`config.mk`:
```
export PLATFORM = sky130hd
export DESIGN_NAME = front_panel_seq
export DESIGN_NICKNAME = d
export VERILOG_FILES = /design/src/rtl/front_panel_seq_pkg.sv /design/src/rtl/front_panel_seq_debounce.sv /design/src/rtl/front_panel_seq.sv
export SDC_FILE = /design/constraint.sdc
export NUM_CORES = 1
export LEC_CHECK = 0
export ABC_AREA = 1
export ABC_CLOCK_PERIOD_IN_PS = 2200
export BUFFER_PORTS_ARGS = -buffer_cell sky130_fd_sc_hd__buf_4
export CORE_ASPECT_RATIO = 1.1
export CORE_MARGIN = 2
export CORE_UTILIZATION = 58
export DETAILED_ROUTE_END_ITERATION = 8
export PLACE_DENSITY_LB_ADDON = 0.15
export SETUP_SLACK_MARGIN = 0.1
export SLEW_MARGIN = 30
export SYNTH_ARGS = -nofsm -noshare
export SYNTH_HDL_FRONTEND = slang
export SYNTH_HIERARCHICAL = 1
export SYNTH_SLANG_ARGS = --single-unit
```
`constraint.sdc`:
```
create_clock -name clk -period 2.2 [get_ports clk]
set_clock_uncertainty 0.15 [all_clocks]
set_input_delay 0.22 -clock clk [delete_from_list [all_inputs] [get_ports clk]]
set_output_delay 0.22 -clock clk [all_outputs]
set_load 0.01 [all_outputs]
```
`src/rtl/front_panel_seq_pkg.sv`:
```
// Front panel sequencer: shared major-state encodings, panel op codes
// and small state-group helpers.
package front_panel_seq_pkg;

  localparam logic [4:0] ST_H0 = 5'd0;
  localparam logic [4:0] ST_H1 = 5'd1;
  localparam logic [4:0] ST_H2 = 5'd2;
  localparam logic [4:0] ST_H3 = 5'd3;
  localparam logic [4:0] ST_HW = 5'd4;
  localparam logic [4:0] ST_F0 = 5'd5;
  localparam logic [4:0] ST_F1 = 5'd6;
  localparam logic [4:0] ST_FW = 5'd7;
  localparam logic [4:0] ST_D0 = 5'd8;
  localparam logic [4:0] ST_D1 = 5'd9;
  localparam logic [4:0] ST_DW = 5'd10;
  localparam logic [4:0] ST_E0 = 5'd11;
  localparam logic [4:0] ST_E1 = 5'd12;
  localparam logic [4:0] ST_EW = 5'd13;

  localparam logic [1:0] OP_NONE = 2'b00;
  localparam logic [1:0] OP_LA   = 2'b01;
  localparam logic [1:0] OP_DEP  = 2'b10;
  localparam logic [1:0] OP_EXAM = 2'b11;

  localparam int SW_HALT  = 0;
  localparam int SW_SSTEP = 1;
  localparam int SW_CONT  = 2;
  localparam int SW_LA    = 3;
  localparam int SW_DEP   = 4;
  localparam int SW_EXAM  = 5;
  localparam int SW_NUM   = 6;

  typedef enum logic [1:0] {
    SEQ_IDLE,
    SEQ_CONT_REQ,
    SEQ_TRIG_REQ,
    SEQ_TRIG_RUN
  } seq_e;

  function automatic logic in_hgroup(
    input logic [4:0] s
  );
    return s inside {ST_H0, ST_HW, ST_H1, ST_H2, ST_H3};
  endfunction

  function automatic logic cont_ok(
    input logic [4:0] s
  );
    return s inside {ST_H0, ST_HW, ST_F0, ST_D0, ST_E0};
  endfunction

  function automatic logic trig_ok(
    input logic [4:0] s
  );
    return s inside {ST_H0, ST_HW};
  endfunction

  function automatic logic cont_done(
    input logic [4:0] s
  );
    return s inside {ST_FW, ST_DW, ST_EW};
  endfunction

endpackage

```
`src/rtl/front_panel_seq_debounce.sv`:
```
// One panel input: 2-flop synchroniser, stability counter, debounced
// level and a press pulse that needs a seen release since reset.
module front_panel_seq_debounce
  import front_panel_seq_pkg::*;
#(
  parameter int DB_CYCLES = 50000
) (
  input  logic clk,
  input  logic reset,
  input  logic raw,
  output logic level,
  output logic rise
);

  localparam int CW = $clog2(DB_CYCLES + 1);
  localparam logic [CW-1:0] LAST = CW'(DB_CYCLES - 1);

  logic          s1;
  logic          s2;
  logic          db;
  logic          armed;
  logic [CW-1:0] cnt;
  logic [CW-1:0] arm_cnt;
  logic          done;

  assign done  = (s2 != db) && (cnt == LAST);
  assign level = db;
  assign rise  = done & s2 & armed;

  always_ff @(posedge clk) begin
    if (reset) begin
      s1      <= 1'b0;
      s2      <= 1'b0;
      db      <= 1'b0;
      cnt     <= '0;
      armed   <= 1'b0;
      arm_cnt <= '0;
    end else begin
      s1 <= raw;
      s2 <= s1;
      if (s2 == db) begin
        cnt <= '0;
      end else if (done) begin
        cnt <= '0;
        db  <= s2;
      end else begin
        cnt <= cnt + 1'b1;
      end
      // a press only counts once the input was seen released
      if (!armed) begin
        if (done && !s2) begin
          armed <= 1'b1;
        end else if (!s2 && !db) begin
          if (arm_cnt == LAST) armed <= 1'b1;
          else arm_cnt <= arm_cnt + 1'b1;
        end else begin
          arm_cnt <= '0;
        end
      end
    end
  end

endmodule

```
`src/rtl/front_panel_seq.sv`:
```
// Front panel sequencer: debounces the panel switches and turns button
// presses into cont / trigger requests for the processor state machine.
module front_panel_seq
  import front_panel_seq_pkg::*;
#(
  parameter int DB_CYCLES = 50000
) (
  input  logic       clk,
  input  logic       reset,
  input  logic       sw_halt,
  input  logic       sw_sing_step,
  input  logic       sw_cont,
  input  logic       sw_load_addr,
  input  logic       sw_dep,
  input  logic       sw_exam,
  input  logic [4:0] state,
  output logic       halt,
  output logic       single_step,
  output logic       cont,
  output logic       trigger,
  output logic [1:0] panel_op,
  output logic       busy
);

  logic [SW_NUM-1:0] raw;
  logic [SW_NUM-1:0] lvl;
  logic [SW_NUM-1:0] rise;

  assign raw = {sw_exam, sw_dep, sw_load_addr,
                sw_cont, sw_sing_step, sw_halt};

  for (genvar i = 0; i < SW_NUM; i++) begin : g_db
    front_panel_seq_debounce #(
      .DB_CYCLES(DB_CYCLES)
    ) u_db (
      .clk  (clk),
      .reset(reset),
      .raw  (raw[i]),
      .level(lvl[i]),
      .rise (rise[i])
    );
  end

  logic unused_ok;
  assign unused_ok = ^{lvl[SW_EXAM:SW_CONT],
                       rise[SW_SSTEP:SW_HALT]};

  assign halt        = lvl[SW_HALT];
  assign single_step = lvl[SW_SSTEP];

  logic       ev_cont;
  logic       ev_trig;
  logic [1:0] trig_op;

  assign ev_cont = rise[SW_CONT];
  assign ev_trig = |rise[SW_EXAM:SW_LA];

  always_comb begin
    trig_op = OP_NONE;
    if (rise[SW_LA])        trig_op = OP_LA;
    else if (rise[SW_DEP])  trig_op = OP_DEP;
    else if (rise[SW_EXAM]) trig_op = OP_EXAM;
  end

  seq_e       seq_q;
  seq_e       seq_d;
  logic [1:0] op_q;
  logic [1:0] op_d;

  always_ff @(posedge clk) begin
    if (reset) begin
      seq_q <= SEQ_IDLE;
      op_q  <= OP_NONE;
    end else begin
      seq_q <= seq_d;
      op_q  <= op_d;
    end
  end

  always_comb begin
    seq_d = seq_q;
    op_d  = op_q;
    case (seq_q)
      SEQ_IDLE: begin
        // cont beats any trigger in the same cycle
        if (ev_cont) begin
          if (cont_ok(state)) seq_d = SEQ_CONT_REQ;
        end else if (ev_trig && trig_ok(state)) begin
          seq_d = SEQ_TRIG_REQ;
          op_d  = trig_op;
        end
      end
      SEQ_CONT_REQ: begin
        if (cont_done(state)) seq_d = SEQ_IDLE;
      end
      SEQ_TRIG_REQ: begin
        if (!in_hgroup(state)) begin
          seq_d = SEQ_IDLE;
          op_d  = OP_NONE;
        end else if (state == ST_H1) begin
          seq_d = SEQ_TRIG_RUN;
        end
      end
      SEQ_TRIG_RUN: begin
        if (!in_hgroup(state) || state == ST_H0) begin
          seq_d = SEQ_IDLE;
          op_d  = OP_NONE;
        end
      end
      default: begin
        seq_d = SEQ_IDLE;
        op_d  = OP_NONE;
      end
    endcase
  end

  always_comb begin
    cont     = 1'b0;
    trigger  = 1'b0;
    busy     = 1'b0;
    panel_op = op_q;
    unique case (1'b1)
      seq_q == SEQ_CONT_REQ: cont    = 1'b1;
      seq_q == SEQ_TRIG_REQ: trigger = 1'b1;
      default: ;
    endcase
    if (seq_q != SEQ_IDLE) busy = 1'b1;
  end

endmodule

```
==> run_results.csv, run 1 <==
group,metric,value,unit
cells_and_area,finish.utilization,68.6,%
synthesis,yosys_warnings,6,
sta,hold_viol_final,0,
routing,drt_iter0_drc,494,
cts,clk_pin_slew,60,ps
worst_hold_path,hold_path_class,"input pin to flop",
critical_path,critPathCaptureType,"flop",
sta,whs,44.9,ps
sta,rsz0062_at_grt,"true",
synthesis,syn_nets,1573,
cells_and_area,fin_nets,1635,
cts,cts_root_buf,"clkbuf_16",
grt,grtUsageTotal,22.9,%
placed_design,numPortBuffers,19,
cts,numCtsBuffers,17,
placed_design,dp_hpwl,14500,µm
placed_design,dpl_cell_area,10700,µm²
grt,grt_pass1_wl,35500,µm
cts,cts_tree,"yes",
routing,drcViolationCount,0,
pwr,p_leak,4.62,nW
critical_path,crit_path_frequent_cell,"nand3_2",
die,die_w,131,µm
sta,finalCritPeriodShare,98.6,%
cts,htreeDepth,4,
routing,vias,9161,
die,initial_utilization,59.7,%
cells_and_area,area_growth,14.8,%
grt,antenna_found_initial,0,
routing,wirelength,20600,µm
die,die_y,143,µm
cells_and_area,antenna_cells,0,
critical_path,cp.required,2370,ps
synthesis,avgSynthCellArea,6.63,µm²
cells_and_area,layout-drive-gt1-share,17.7,%
pwr,peakVddDrop,502,µV
critical_path,start_kind,"flop",
routing,avgViaCountPerCell,4.95,
pwr,power_density,569,nW/µm²
die,core,17100,µm²
sta,setup_viol,0,
critical_path,crit_slowest_cell,"dfxtp_2",
critical_path,max_stage_delay,320,ps
run,maxCapViolations,0,
cts,cts_buffer_depth,2,
critical_path,path_cells,"inv_2, ha_4, nand2_2, nor2_2, nand3_2, nor3_4, nor2_2, nand2_1, nand3_2, o21ai_2, nand3_2, a21oi_2, nor2_1",
routing,detail-route-antenna-nets,0,
die,num_rows,50,
sta,slew_violations,0,
sta,max_freq,0.461,GHz
synthesis,synthCells,1544,
placed_design,gp_congestion,0.905,
grt,grt_overflow,0,
cts,clk_latency,430,ps
critical_path,arrival,2340,ps
cts,cts_sinks,186,
die,dieArea,18700,µm²
grt,grt_max_degree,29,
sta,finalCriticalPeriod,2170,ps
synthesis,syn_area,10200,µm²
cells_and_area,fin_area,11800,µm²
critical_path,worstPathMaxFanout,3,
grt,grt_pass1_vias,8368,
sta,slew_headroom,63.3,%
routing,routedWlPerCell,11.1,µm
status,run_status,"finished, final reports clean",
pwr,power.total,6.68,mW
critical_path,worstSetupPathType,"flop to flop",
sta,worstMarginPinSlew,549,ps
routing,drt-pass1-iter-count,5,
die,io_pins,20,
## cell usage in the layout (no fill, tap or decap), types with 2 or more instances in the layout
master         count
buf_4             63
nor3_1            32
nand2_2           23
o21ai_0           27
a21oi_1           67
clkinv_2           5
inv_2             48
nand2_1          415
bufinv_16          3
nor3b_2            5
inv_4              2
nand2_4            8
nor2_2            26
dfxtp_2           13
a21oi_2            2
ha_4               7
clkinvlp_4         2
nor3_4             4
nor3b_1            8
dfxtp_1          173
inv_1            166
ha_1               9
nand3_1          106
nor2_1           239
xor2_1            33
clkbuf_16         17
nor3_2             6
nand4_4            6
a21oi_4            3
dlygate4sd3_1      6
clkbuf_1           2
clkinv_1           7
xnor2_1            9
nor2_4            25
nand4_1           24
nand3b_1           4
nand3_2           13
## sequential cells by signal (all words and copies together), names as in the netlist
| name | flops |
|---|---|
| g_db.u_db/arm_cnt | 64 |
| g_db.u_db/armed | 4 |
| g_db.u_db/cnt | 96 |
| g_db.u_db/level | 6 |
| g_db.u_db/s1 | 6 |
| g_db.u_db/s2 | 6 |
| panel_op | 2 |
| seq_q | 2 |
## metrics by stage
stage / setup slack [ps] / TNS, ps / cells
2_1_floorplan: 97.0 / 0 / 1544
3_3_place_gp: 21.1 / 0 / 1799
3_5_place_dp: -25.6 / -39.3 / 1799
4_1_cts: 18.7 / 0 / 1837
5_1_grt: -117 / -325 / 1850
6_report: 31.6 / 0 / 1850
## worst max-delay path: cells and delay by family (launching register included)
kind	cells	cell delay, ps
AND/OR/NAND/NOR	9	970
AO/OA/AOI/OAI	2	330
flip-flops	1	320
adder cells (fa/ha/maj)	1	260
buffers and inverters	1	40
## metal layers
layer  wire (µm)  global-route usage [%]  share of wire (%)
met1        9590                    28.5                 47
met2        9960                    39.8                 48
met3         658                    4.06                3.2
met4         395                    7.45                1.9
met5           0                       0                  0
## area by class of cell
| cell class | count | area [µm²] |
|---|---|---|
| inverters | 224 | 847 |
| multi-input cells | 1108 | 5770 |
| well taps | 234 | 293 |
| repair buffers | 69 | 533 |
| clock inverters | 9 | 125 |
| clock buffers | 20 | 447 |
| fillers | 1496 | 5390 |
| flip-flops and latches | 186 | 3740 |
## repair_timing
item                                    CTS  global route
buffers inserted                          3            13
resized for setup                        15            60
endpoints found under the setup margin    4            13
hold buffers                              6             0
pin swaps                                12            39
hold endpoints to repair                  6             0
## power by group
part	internal [mW]	switching [mW]	leakage, nW
logic	0.0935	0.148	2.83
registers	3.40	0.0219	1.51
clock network	1.79	1.23	0.277
## final timing paths
path / from / end / slack [ps] / cells after the start
max reg2reg: g_db[4].u_db/level$_SDFFE_PP0P_ / panel_op[1]$_SDFFE_PP0P_ / 30 / 13
min reg2reg: g_db[2].u_db/s1$_SDFF_PP0_ / g_db[2].u_db/s2$_SDFF_PP0_ / 260 / 2
max: g_db[4].u_db/level$_SDFFE_PP0P_ / panel_op[1]$_SDFFE_PP0P_ / 30 / 13
min: reset / g_db[2].u_db/s1$_SDFF_PP0_ / 40 / 2
Power figures use the tool's default switching activity.
==> inputs of run 2 (changes only) <==
--- a/config.mk
+++ b/config.mk
@@ -12,6 +12,7 @@
 export CORE_MARGIN = 2
 export CORE_UTILIZATION = 58
 export DETAILED_ROUTE_END_ITERATION = 8
+export HOLD_SLACK_MARGIN = 0.12
 export PLACE_DENSITY_LB_ADDON = 0.15
 export SETUP_SLACK_MARGIN = 0.1
 export SLEW_MARGIN = 30
==> run 2 against run 1 <==
Against the previous run: non-clock buffer count up 4; routed wire length up 0.48%; sequential power about the same; global-route usage up 0.055 points; first-iteration DRC count up 0.61%; sequential share of layout area down 0.081 points; power about the same; clock power about the same; largest cell class unchanged; largest power group unchanged.
==> run_results.csv, run 2 (synthesis results as in run 1) <==
group,metric,value,unit
die,io_pins,20,
critical_path,worstPathMaxFanout,3,
grt,grt_overflow,0,
die,dieArea,18700,µm²
cells_and_area,largest_reg_flops,96,
critical_path,reg2reg_from,"g_db[4].u_db/level$_SDFFE_PP0P_",
cells_and_area,antenna_cells,0,
cells_and_area,final_common_cell,"nand2_1",
critical_path,critPathCaptureType,"flop",
critical_path,reg2regPathDepth,13,
routing,routedWlPerCell,11.2,µm
worst_hold_path,hold_path_startpoint,"state[4]",
cts,cts_sinks,186,
critical_path,crit_path_frequent_cell,"nand3_2",
sta,whs,186,ps
routing,drt-pass1-iter-count,7,
worst_hold_path,hold_depth,6,
critical_path,path_depth,13,
critical_path,reg2reg_slack,30,ps
die,die_y,143,µm
sta,setup_viol,0,
sta,slew_headroom,62.6,%
cells_and_area,area_growth,15.1,%
sta,finalCritPeriodShare,98.5,%
grt,grtUsageTotal,22.9,%
routing,wirelength,20700,µm
cells_and_area,finish.utilization,68.7,%
cells_and_area,top_regs,"g_db.u_db/cnt: 96 flops, g_db.u_db/arm_cnt: 64 flops",
die,core,17100,µm²
grt,grt_max_degree,29,
sta,hold_viol_final,0,
critical_path,crit_family,"simple AND/OR/NAND/NOR gates",
critical_path,path_buf_inv,1,
critical_path,start_kind,"flop",
worst_hold_path,hold_path_class,"input pin to flop",
placed_design,dp_hpwl,14500,µm
grt,grt_pass1_vias,8399,
cells_and_area,final_cell_mix,"nand2_1 (415), nor2_1 (239), dfxtp_1 (173), inv_1 (166), nand3_1 (106)",
routing,avgViaCountPerCell,4.94,
cells_and_area,fin_nets,1639,
sta,slew_violations,0,
grt,grt_pass1_wl,35600,µm
sta,finalCriticalPeriod,2170,ps
run,maxCapViolations,0,
routing,detail-route-antenna-nets,0,
critical_path,worstSetupPathType,"flop to flop",
cells_and_area,layout-drive-gt1-share,17.7,%
placed_design,numPortBuffers,19,
pwr,peakVddDrop,502,µV
cts,clk_pin_slew,60,ps
critical_path,max_stage_delay,320,ps
status,run_status,"finished, final reports clean",
routing,vias,9156,
cts,numCtsBuffers,17,
placed_design,gp_congestion,0.905,
routing,drt_iter0_drc,497,
cts,clk_latency,430,ps
sta,worstMarginPinSlew,559,ps
cts,cts_tree,"yes",
routing,drcViolationCount,0,
die,initial_utilization,59.7,%
cts,cts_buffer_depth,2,
die,num_rows,50,
critical_path,crit_slowest_cell,"dfxtp_2",
sta,rsz0062_at_grt,"true",
sta,max_freq,0.462,GHz
cts,htreeDepth,4,
pwr,p_leak,4.64,nW
grt,antenna_found_initial,0,
die,die_w,131,µm
cells_and_area,top_register,"g_db.u_db/cnt",
critical_path,cp.required,2370,ps
critical_path,arrival,2330,ps
critical_path,cp-startpoint,"g_db[4].u_db/level$_SDFFE_PP0P_",
critical_path,path_cells,"inv_2, ha_4, nand2_2, nor2_2, nand3_2, nor3_4, nor2_2, nand2_1, nand3_2, o21ai_2, nand3_2, a21oi_2, nor2_1",
pwr,power_density,568,nW/µm²
cts,cts_root_buf,"clkbuf_16",
[run 2: routing by layer]
layer	vias to the layer above	GRT usage [%]	wire length, µm
met4	0	7.45	391
met1	4074	28.5	9740
met3	34	4.06	582
met5	-	0	0
li1	4937	-	-
met2	111	40.0	9980
[run 2: path summary, 6_finish.rpt]
check | end
max | panel_op[1]$_SDFFE_PP0P_
max reg2reg | panel_op[1]$_SDFFE_PP0P_
min reg2reg | g_db[5].u_db/s2$_SDFF_PP0_
min | panel_op[0]$_SDFFE_PP0P_
[run 2: stage by stage]
step	area (µm²)	TNS (ps)	power [mW]	worst slack, ps	instances
after CTS	11500	0	6.75	18.7	1841
after detailed placement	10700	-39.3	3.71	-25.6	1799
after floorplan	10300	0	3.64	97.0	1544
after global placement	10700	0	3.71	21.1	1799
final	11800	0	6.69	33.7	1854
after global routing	11800	-340	6.93	-117	1854
[run 2: area by class of cell]
cell class	instances	area (µm²)
Fill cell	1492	5360
Clock buffer	20	447
Inverter	224	847
Tap cell	234	293
Clock inverter	9	125
Sequential cell	186	3740
Multi-Input combinational cell	1108	5760
Timing Repair Buffer	73	573
[run 2: where the power goes]
part           switching (mW)  internal (mW)
sequential             0.0218           3.40
combinational           0.150         0.0978
clock                    1.23           1.79
[run 2: worst register-to-register path, delay by kind of cell (launching register included)]
kind | cells | cell delay (ps)
DFF | 1 | 320
buffers and inverters | 1 | 40
adders and majority gates | 1 | 260
and+or+nand+nor | 9 | 960
AOI/OAI and AO/OA | 2 | 330
[run 2: timing repair]
| action | in CTS | in global routing |
|---|---|---|
| buffers inserted | 3 | 13 |
| resized for setup | 15 | 59 |
| hold endpoints to repair | 20 | 0 |
| endpoints found under the setup margin | 4 | 13 |
| hold buffers | 10 | 0 |
| pin swaps | 12 | 41 |
==> inputs of run 3 (changes only) <==
--- a/config.mk
+++ b/config.mk
@@ -10,13 +10,14 @@
 export BUFFER_PORTS_ARGS = -buffer_cell sky130_fd_sc_hd__buf_4
 export CORE_ASPECT_RATIO = 1.1
 export CORE_MARGIN = 2
-export CORE_UTILIZATION = 58
+export CORE_UTILIZATION = 57
 export DETAILED_ROUTE_END_ITERATION = 8
 export HOLD_SLACK_MARGIN = 0.12
 export PLACE_DENSITY_LB_ADDON = 0.15
 export SETUP_SLACK_MARGIN = 0.1
+export SKIP_CTS_REPAIR_TIMING = 1
 export SLEW_MARGIN = 30
 export SYNTH_ARGS = -nofsm -noshare
 export SYNTH_HDL_FRONTEND = slang
-export SYNTH_HIERARCHICAL = 1
 export SYNTH_SLANG_ARGS = --single-unit
+export TNS_END_PERCENT = 1
==> run 3 against run 2 <==
Against the previous run: global-route usage fell by 1.0 points; cell count shrank 12%; count of clock-buffer cells in the layout fell by 2.
==> run_results.csv, run 3 <==
group,metric,value,unit
sta,finalCriticalPeriod,2030,ps
die,num_rows,49,
routing,drcViolationCount,0,
worst_hold_path,hold_depth,2,
pwr,power_density,638,nW/µm²
synthesis,synth_top_area_share,39.1,%
cts,numCtsBuffers,17,
routing,detail-route-antenna-nets,0,
critical_path,reg2reg_slack,170,ps
synthesis,ys_types,43,
sta,worstMarginPinSlew,584,ps
cells_and_area,top_regs,"g_db.u_db.cnt: 96 flops, g_db.u_db.arm_cnt: 64 flops",
critical_path,cp.required,2410,ps
worst_hold_path,holdPathEnd,"g_db[5].u_db.s2$_SDFF_PP0_",
sta,slew_violations,0,
synthesis,synth_common_cells,"nand2_1 (282), nor2_1 (232), dfxtp_1 (186)",
cts,cts_sinks,186,
cts,htreeDepth,4,
routing,drt-pass1-iter-count,5,
cells_and_area,finish.utilization,65.1,%
critical_path,worstSetupPathType,"flop to flop",
grt,grtUsageTotal,21.9,%
placed_design,pre_cts_ws,180,ps
cells_and_area,layout-drive-gt1-share,9.45,%
placed_design,gp_congestion,0.889,
synthesis,async_reset_ff_share,0,%
cts,cts_tree,"yes",
die,io_pins,20,
pwr,power.total,6.81,mW
critical_path,path_buf_inv,2,
synthesis,synth_ff_type,"dfxtp_1",
placed_design,dp_hpwl,13400,µm
cells_and_area,multi_input_area,5060,µm²
cells_and_area,final_cell_mix,"nand2_1 (280), nor2_1 (228), dfxtp_1 (183), inv_1 (158), a21oi_1 (97)",
die,core,16400,µm²
pwr,peakVddDrop,549,µV
sta,finalCritPeriodShare,92.4,%
critical_path,max_stage_delay,370,ps
die,die_y,140,µm
status,run_status,"finished, final reports clean",
cells_and_area,fin_nets,1442,
placed_design,dp_cells,1590,
critical_path,rr_endpoint,"g_db[5].u_db.arm_cnt[6]$_SDFFE_PP0P_",
cts,clk_latency,430,ps
grt,grt_max_degree,54,
sta,setup_viol,0,
critical_path,crit_slowest_cell,"dfxtp_1",
synthesis,yosys_warnings,0,
cts,clk_pin_slew,70,ps
die,dieArea,17800,µm²
cts,cts_root_buf,"clkbuf_16",
routing,vias,8486,
cells_and_area,antenna_cells,0,
cells_and_area,stdcell_count,1632,
sta,hold_viol_final,0,
sta,fin_tns_setup,0,ps
routing,routedWlPerCell,11.4,µm
routing,drt_iter0_drc,375,
routing,avgViaCountPerCell,5.20,
synthesis,avgSynthCellArea,6.93,µm²
critical_path,arrival,2240,ps
grt,grt_pass1_vias,8040,
synthesis,yosys.cell_count.top_type,"nand2_1",
routing,wirelength,18600,µm
cells_and_area,top_register,"g_db.u_db.cnt",
critical_path,start_kind,"flop",
synthesis,synthCells,1375,
cts,cts_buffer_depth,2,
worst_hold_path,hold_path_startpoint,"g_db[5].u_db.s1$_SDFF_PP0_",
synthesis,yosysTopAreaCell,"dfxtp_1",
cells_and_area,fill_cells,1479,
critical_path,crit_family,"simple AND/OR/NAND/NOR gates",
synthesis,syn_nets,1402,
critical_path,path_cells,"inv_1, ha_1, nand2_1, nor2_1, nand3_1, nor2_2, nand2_2, nand2_2, inv_1, nand3_1, a21oi_1",
cells_and_area,register_area,3730,µm²
cells_and_area,area_growth,11.9,%
cells_and_area,fin_area,10700,µm²
synthesis,syn_area,9530,µm²
sta,rsz0062_at_grt,"true",
sta,max_freq,0.492,GHz
run,maxCapViolations,0,
sta,whs,250,ps
cells_and_area,final_common_cell,"nand2_1",
die,die_w,127,µm
critical_path,worstPathMaxFanout,14,
grt,antenna_found_initial,0,
critical_path,reg2reg_from,"g_db[5].u_db.s2$_SDFF_PP0_",
grt,grt_overflow,0,
worst_hold_path,hold_path_class,"flop to flop",
sta,slew_headroom,61.1,%
sta,postLayoutSetupSlackWorst,167,ps
pwr,p_leak,3.97,nW
placed_design,dpl_cell_area,9920,µm²
critical_path,critPathCaptureType,"flop",
synthesis,ys_seq_area_share,39.1,%
cells_and_area,largest_reg_flops,96,
synthesis,synth_seq_cells,186,
synthesis,ys_top_cells_by_area,"dfxtp_1 (39%), nand2_1 (11%), nor2_1 (9.1%)",
critical_path,reg2regPathDepth,11,
synthesis,synth_edf_count,0,
placed_design,numPortBuffers,19,
die,initial_utilization,58.2,%
grt,grt_pass1_wl,33100,µm
## run 3: cell count changes in the layout (fill, tap and decap cells not counted), moves of 24 or more
cell     before  now
a21oi_1      67   97
buf_4        63   38
inv_2        48    8
nand2_1     415  280
nand4_1      24   49
nor2_4       25    1
xor2_1       33   64
## run 3: cell families (layout without fill, tap and decap cells)
kind of cell    Yosys count  count (layout)  synth area share [%]
simple gates            767             767                  35.9
buf+inv                 196             249                  8.46
flops                   186             186                  39.1
compound gates          140             140                  8.10
xor+xnor                 72              72                  6.62
fa+ha+maj                14              14                  1.84
## run 3: layer usage
layer	track usage [%]	wire [µm]	vias to the layer above
li1	-	-	4524
met1	25.5	8580	3829
met2	39.9	9250	114
met3	4.58	565	19
met4	6.82	245	0
met5	0	0	-
## run 3: where the power goes
group	internal, mW	switching [mW]	total (mW)	leakage (nW)
Clock	1.62	1.36	2.99	0.290
Combinational	0.154	0.213	0.367	2.18
Sequential	3.41	0.0409	3.46	1.50
## run 3: cell type report
class / instances / area share, %
clock buffer: 18 / 4.12
clock inverter: 14 / 1.29
inverter: 168 / 5.96
multi-input combinational: 993 / 47.5
sequential: 186 / 35.0
tap: 204 / 2.39
timing repair buffer: 49 / 3.80
## run 3: worst max path at each step
stage          cells past startpoint                                   end                      startpoint
2_1_floorplan                     11  g_db[4].u_db.arm_cnt[0]$_SDFFE_PP0P_      g_db[4].u_db.s2$_SDFF_PP0_
3_3_place_gp                      11              panel_op[0]$_SDFFE_PP0P_      g_db[3].u_db.s2$_SDFF_PP0_
3_5_place_dp                      12  g_db[4].u_db.arm_cnt[2]$_SDFFE_PP0P_  g_db[4].u_db.cnt[0]$_SDFF_PP0_
4_1_cts                           12  g_db[4].u_db.arm_cnt[2]$_SDFFE_PP0P_  g_db[4].u_db.cnt[0]$_SDFF_PP0_
5_1_grt                           11  g_db[5].u_db.arm_cnt[6]$_SDFFE_PP0P_      g_db[5].u_db.s2$_SDFF_PP0_
6_report                          11  g_db[5].u_db.arm_cnt[6]$_SDFFE_PP0P_      g_db[5].u_db.s2$_SDFF_PP0_
## run 3: worst min-delay path: cells and delay by family (launching register included)
| kind | cells | cell delay (ps) |
|---|---|---|
| buffers and inverters | 1 | 40 |
| DFF | 1 | 300 |
| and+or+nand+nor | 1 | 30 |
